File: src/rtl/snake_pkg.sv
// rtl/snake_pkg.sv - shared heading types and helpers for the snake game
package snake_pkg;

    typedef enum logic [1:0] {
        DIR_UP    = 2'd0,
        DIR_RIGHT = 2'd1,
        DIR_DOWN  = 2'd2,
        DIR_LEFT  = 2'd3
    } dir_t;

    localparam int BTN_W = 4;

    function automatic dir_t dir_opposite(dir_t d);
        return dir_t'(d ^ 2'b10);
    endfunction

endpackage

File: src/rtl/dir_scheduler_if.sv
// rtl/dir_scheduler_if.sv - button/tick inputs and heading outputs of the direction scheduler
interface dir_scheduler_if
    import snake_pkg::*;
#(
    parameter int DEPTH = 2
);
    logic [BTN_W-1:0]         btn;
    logic                     tick;
    logic                     clear;
    dir_t                     cur_dir;
    logic                     turn;
    logic                     drop;
    logic [$clog2(DEPTH):0]   q_count;

    modport master (output btn, tick, clear, input cur_dir, turn, drop, q_count);
    modport slave  (input btn, tick, clear, output cur_dir, turn, drop, q_count);
endinterface

File: src/rtl/dir_fifo.sv
// rtl/dir_fifo.sv - small turn queue exposing both head and tail entries
module dir_fifo
    import snake_pkg::*;
#(
    parameter int DEPTH = 2
) (
    input  logic                   clk,
    input  logic                   rst_n,
    input  logic                   flush,
    input  logic                   push,
    input  dir_t                   din,
    input  logic                   pop,
    output dir_t                   head,
    output dir_t                   tail,
    output logic [$clog2(DEPTH):0] count,
    output logic                   empty,
    output logic                   full
);
    localparam int PW = $clog2(DEPTH);
    localparam int CW = PW + 1;

    dir_t          mem [DEPTH];
    logic [PW-1:0] wr_ptr;
    logic [PW-1:0] rd_ptr;
    logic          do_pop;
    logic          do_push;

    assign empty   = (count == '0);
    assign full    = (count == CW'(DEPTH));
    // A full queue still accepts a push when the head leaves in the same cycle.
    assign do_pop  = pop && !empty;
    assign do_push = push && (!full || do_pop);
    assign head    = mem[rd_ptr];
    assign tail    = mem[wr_ptr - PW'(1)];

    always_ff @(posedge clk or negedge rst_n) begin
        if (!rst_n) begin
            for (int i = 0; i < DEPTH; i++) mem[i] <= DIR_UP;
            wr_ptr <= '0;
            rd_ptr <= '0;
            count  <= '0;
        end else if (flush) begin
            wr_ptr <= '0;
            rd_ptr <= '0;
            count  <= '0;
        end else begin
            if (do_push) begin
                mem[wr_ptr] <= din;
                wr_ptr      <= wr_ptr + PW'(1);
            end
            if (do_pop) rd_ptr <= rd_ptr + PW'(1);
            if (do_push && !do_pop)      count <= count + CW'(1);
            else if (do_pop && !do_push) count <= count - CW'(1);
        end
    end
endmodule

File: src/rtl/dir_scheduler.sv
// rtl/dir_scheduler.sv - turns button presses into a queue of legal headings, one per tick
module dir_scheduler
    import snake_pkg::*;
#(
    parameter int   DEPTH    = 2,
    parameter dir_t INIT_DIR = DIR_RIGHT
) (
    input  logic            clk,
    input  logic            rst_n,
    dir_scheduler_if.slave  bus
);
    logic [BTN_W-1:0]       btn_q;
    logic [BTN_W-1:0]       press_q;
    dir_t                   cur_dir;
    logic                   turn_q;
    logic                   drop_q;
    dir_t                   cand;
    dir_t                   ref_dir;
    dir_t                   head;
    dir_t                   tail;
    logic [$clog2(DEPTH):0] count;
    logic                   empty;
    logic                   full;
    logic                   found;
    logic                   multi;
    logic                   legal;
    logic                   pop;
    logic                   push;
    logic                   drop_next;

    // btn_q starts all-ones so a button held through reset is not seen as a press.
    always_ff @(posedge clk or negedge rst_n) begin
        if (!rst_n) begin
            btn_q   <= '1;
            press_q <= '0;
        end else begin
            btn_q   <= bus.btn;
            press_q <= bus.btn & ~btn_q;
        end
    end

    always_comb begin
        cand = DIR_UP;
        for (int i = BTN_W - 1; i >= 0; i--) begin
            if (press_q[i]) cand = dir_t'(i[1:0]);
        end
    end

    assign found     = |press_q;
    assign multi     = (press_q & (press_q - BTN_W'(1))) != '0;
    // Legality is judged against the last heading the snake will have taken.
    assign ref_dir   = empty ? cur_dir : tail;
    assign legal     = (cand != ref_dir) && (cand != dir_opposite(ref_dir));
    assign pop       = !bus.clear && bus.tick && !empty;
    assign push      = !bus.clear && found && legal && (!full || pop);
    assign drop_next = !bus.clear && found && (multi || !push);

    dir_fifo #(.DEPTH(DEPTH)) u_fifo (
        .clk   (clk),
        .rst_n (rst_n),
        .flush (bus.clear),
        .push  (push),
        .din   (cand),
        .pop   (pop),
        .head  (head),
        .tail  (tail),
        .count (count),
        .empty (empty),
        .full  (full)
    );

    always_ff @(posedge clk or negedge rst_n) begin
        if (!rst_n) begin
            cur_dir <= INIT_DIR;
            turn_q  <= 1'b0;
            drop_q  <= 1'b0;
        end else begin
            if (bus.clear) cur_dir <= INIT_DIR;
            else if (pop)  cur_dir <= head;
            turn_q <= pop;
            drop_q <= drop_next;
        end
    end

    assign bus.cur_dir = cur_dir;
    assign bus.turn    = turn_q;
    assign bus.drop    = drop_q;
    assign bus.q_count = count;
endmodule

File: src/flat_wrapper.sv
// flat-port wrapper written by rule: the top's interface ports become plain ports
module dir_scheduler_flat import snake_pkg::*;
#(
    parameter int   DEPTH    = 2,
    parameter dir_t INIT_DIR = DIR_RIGHT
)
  (clk, rst_n, bus_btn, bus_tick, bus_clear, bus_cur_dir, bus_turn, bus_drop, bus_q_count);
  dir_scheduler_if #(.DEPTH(DEPTH)) bus_i ();
  input  logic clk;
  input  logic rst_n;
  input wire logic [$bits(bus_i.btn)-1:0] bus_btn;
  input wire logic [$bits(bus_i.tick)-1:0] bus_tick;
  input wire logic [$bits(bus_i.clear)-1:0] bus_clear;
  output wire logic [$bits(bus_i.cur_dir)-1:0] bus_cur_dir;
  output wire logic [$bits(bus_i.turn)-1:0] bus_turn;
  output wire logic [$bits(bus_i.drop)-1:0] bus_drop;
  output wire logic [$bits(bus_i.q_count)-1:0] bus_q_count;
  assign bus_i.btn = bus_btn;
  assign bus_i.tick = bus_tick;
  assign bus_i.clear = bus_clear;
  assign bus_cur_dir = bus_i.cur_dir;
  assign bus_turn = bus_i.turn;
  assign bus_drop = bus_i.drop;
  assign bus_q_count = bus_i.q_count;
  dir_scheduler #(.DEPTH(DEPTH), .INIT_DIR(INIT_DIR)) u_core (.clk(clk), .rst_n(rst_n), .bus(bus_i));
endmodule
File: config.mk
export PLATFORM = sky130hd
export DESIGN_NAME = dir_scheduler_flat
export DESIGN_NICKNAME = d
export VERILOG_FILES = /design/src/rtl/snake_pkg.sv /design/src/rtl/dir_scheduler_if.sv /design/src/rtl/dir_fifo.sv /design/src/rtl/dir_scheduler.sv /design/src/flat_wrapper.sv
export SDC_FILE = /design/constraint.sdc
export NUM_CORES = 1
export LEC_CHECK = 0
export CORE_MARGIN = 2
export CORE_UTILIZATION = 55
export DETAILED_ROUTE_END_ITERATION = 16
export PLACE_DENSITY = 0.89
export REMOVE_ABC_BUFFERS = 1
export SYNTH_ARGS = -nofsm -noshare
export SYNTH_HDL_FRONTEND = slang
export SYNTH_HIERARCHICAL = 1
export SYNTH_SLANG_ARGS = --single-unit
File: constraint.sdc
create_clock -name clk -period 3.98 [get_ports clk]
set_input_delay 0.796 -clock clk [delete_from_list [all_inputs] [get_ports clk]]
set_output_delay 0.796 -clock clk [all_outputs]
set_load 0.005 [all_outputs]
==> qor.yml <==
status:
  outcome: "finished, final reports clean"
pwr:
  switching_share_pct: 23.9
  p_comb_share_pct: 21.5
  ir_worst_vdd_mv: 0.458
  leakage_uw: 0.000483
  seqPwrFrac_pct: 48.1
  internal-power_uw: 406
  p_per_area_mw_per_mm2: 488
  p_switching_uw: 128
  pwr-share-clk_pct: 30.4
clock_network:
  root_buffer: "clkbuf_4"
  clk_pin_slew_ns: 0.11
  htreeDepth: 1
  cts_buffer_depth: 2
  cts_tree: "yes"
  cts_setup_buffers: 0
  cts_resized: 0
  cts_hold_buffers: 0
  numCtsBuffers: 3
  clock-sinks: 20
  clock_latency_ns: 0.30
global_route:
  grt_pass1_wl_um: 2590
  grt_pass1_vias: 643
  grt_max_degree: 21
  grt_overflow: 0
  antenna_found_initial: 0
  grt_usage_pct: 19.2
setup_path:
  reg2reg_slack_ns: 1.55
  slowest_delay_ns: 0.59
  crit_slowest_cell: "clkdlybuf4s50_1"
  critical-path-top-delay-family: "simple AND/OR/NAND/NOR gates"
  cp-end-kind: "register"
  start_kind: "primary input"
  worstRegToRegCells: 7
  crit_required_ns: 4.17
  path_cells: "clkdlybuf4s50_1 > nor2_1 > and3_2 > inv_2 > or4_4 > mux2_4"
  crit_buf_inv: 2
  cp.arrival_ns: 2.74
  rr_endpoint: "u_core/u_fifo/mem[3]$_DFFE_PN0P_"
  worstSetupPathType: "primary input to register"
  r2r-start: "u_core/u_fifo/count[1]$_DFFE_PN0P_"
  cp_max_fo: 10
timing:
  setup_viol: 0
  setup_tns_ns: 0
  max_slew_margin_pct: 42.5
  finClkSkew_ns: 0.00790
  slew_viol_final: 0
  max_clock_freq_mhz: 393
  fin_crit_sh_pct: 63.9
  worst_pin_slew_ns: 0.861
  finalCriticalPeriod_ns: 2.54
  rsz0062_at_grt: "false"
  hold_viol: 0
routing:
  drt_first_iter_violations: 17
  via_count: 639
  drtAntennaViolNets: 0
  drc: 0
  wl_um: 1720
  first_pass_iters: 4
  wl_per_cell_um: 16.0
  viasPerCell: 5.97
cells_and_area:
  drive_gt1_share_pct: 23.1
  nets: 100
  fin_area_sq_mm: 0.00109
  syn_to_final_growth_pct: 22.7
  num_antenna_cells: 0
placement:
  finalWeightedCongestion: 0.840
  port_buffers: 13
  dpl_cell_area_sq_mm: 0.00104
  hpwl_um: 1260
logic_synthesis:
  syn-mean-instance-area_sq_um: 12.1
  synth_area_sq_um: 892
  ys_warn_count: 6
  syn_inst: 74
worst_hold_path:
  min_path_type: "register to register"
  holdPathStages: 1
  hold_end: "u_core/press_q[1]$_DFF_PN0_"
  worstHoldStart: "u_core/btn_q[1]$_DFF_PN1_"
die:
  chipHeight_um: 44.3
  ioPinCount: 14
  die-area_sq_mm: 0.00196
  coreArea_sq_mm: 0.00151
  start_util_pct: 59.2
  die_w_um: 44.3
  rows: 14
flow_run:
  drv_cap: 0
-- through the flow --
| step | hold slack [ns] | utilization, % | std cells | setup slack, ns | total power, uW |
|---|---|---|---|---|---|
| after global placement | 0.468 | 69.2 | 103 | 1.20 | 369 |
| after floorplan | 0.464 | - | 74 | 1.74 | 333 |
| after detailed placement | 0.491 | 69.2 | 103 | 1.17 | 374 |
| final | 0.508 | 72.7 | 107 | 1.44 | 534 |
| after CTS | 0.519 | 72.7 | 107 | 1.46 | 540 |
| after global routing | 0.530 | 72.7 | 107 | 1.39 | 558 |
-- how the worst max path moves through the flow --
stage                                        from                          endpoint  cells past startpoint
2_1_floorplan  u_core/u_fifo/count[1]$_DFFE_PN0P_  u_core/u_fifo/mem[2]$_DFFE_PN0P_                      7
3_3_place_gp                             bus_tick  u_core/u_fifo/mem[3]$_DFFE_PN0P_                      7
3_5_place_dp                            bus_clear  u_core/u_fifo/mem[3]$_DFFE_PN0P_                      6
4_1_cts                                 bus_clear  u_core/u_fifo/mem[3]$_DFFE_PN0P_                      6
5_1_grt                                 bus_clear  u_core/u_fifo/mem[3]$_DFFE_PN0P_                      5
6_report                                bus_clear  u_core/u_fifo/mem[3]$_DFFE_PN0P_                      6
-- flip-flops by register name (all words and copies together), names as in the netlist --
| signal | cells |
|---|---|
| u_core/bus.turn | 1 |
| u_core/bus.drop | 1 |
| u_core/bus.cur_dir | 2 |
| u_core/btn_q | 4 |
| u_core/u_fifo/count | 2 |
| u_core/u_fifo/rd_ptr | 1 |
| u_core/press_q | 4 |
| u_core/u_fifo/wr_ptr | 1 |
| u_core/u_fifo/mem | 4 |
-- layout make-up --
type / instances / area, sq um
Multi-Input combinational cell: 52 / 378
Clock buffer: 3 / 22.5
Sequential cell: 20 / 507
Tap cell: 16 / 20.0
Clock inverter: 1 / 30.0
Timing Repair Buffer: 13 / 130
Inverter: 2 / 7.51
Fill cell: 108 / 412
-- worst reg2reg max path, stage by stage (launching register included) --
cell and delay (ns):
dfrtp_1 0.47, nor2_1 0.24, mux2i_1 0.24, xnor2_1 0.18
and3_2 0.27, inv_2 0.06, or4_4 0.54, mux2_4 0.32
-- power by group through the flow --
stage / Clock, uW / Combinational [uW] / Sequential (uW)
2_1_floorplan: 0 / 78.3 / 254
3_3_place_gp: 0 / 109 / 260
3_5_place_dp: 0 / 114 / 260
4_1_cts: 169 / 115 / 257
5_1_grt: 174 / 124 / 260
6_report: 162 / 115 / 257
-- placed cells by master, fill, tap and decap left out --
cell and n:
a211oi_1 2, a21oi_1 2, a21oi_2 1, a311oi_2 1
and3_2 1, bufinv_16 1, clkbuf_4 3, clkdlybuf4s50_1 13
dfrtp_1 15, dfstp_2 5, inv_1 1, inv_2 1
mux2_2 5, mux2_4 2, mux2i_1 4, nand2_1 3
nand2b_1 4, nor2_1 7, nor2b_1 7, nor3_1 2
nor3b_1 2, nor4_1 1, o21a_1 1, o21ai_0 3
or3_1 1, or4_4 1, xnor2_1 1, xor2_1 1
-- layer usage --
metal  vias up  part of all wire (%)  GRT usage (%)
met4         0                   2.7           18.8
met1       311                    41           19.9
met5         -                     0              0
met3         6                   5.1           2.86
li1        297                     -              -
met2        25                    51           32.4
Power figures use the tool's default switching activity.
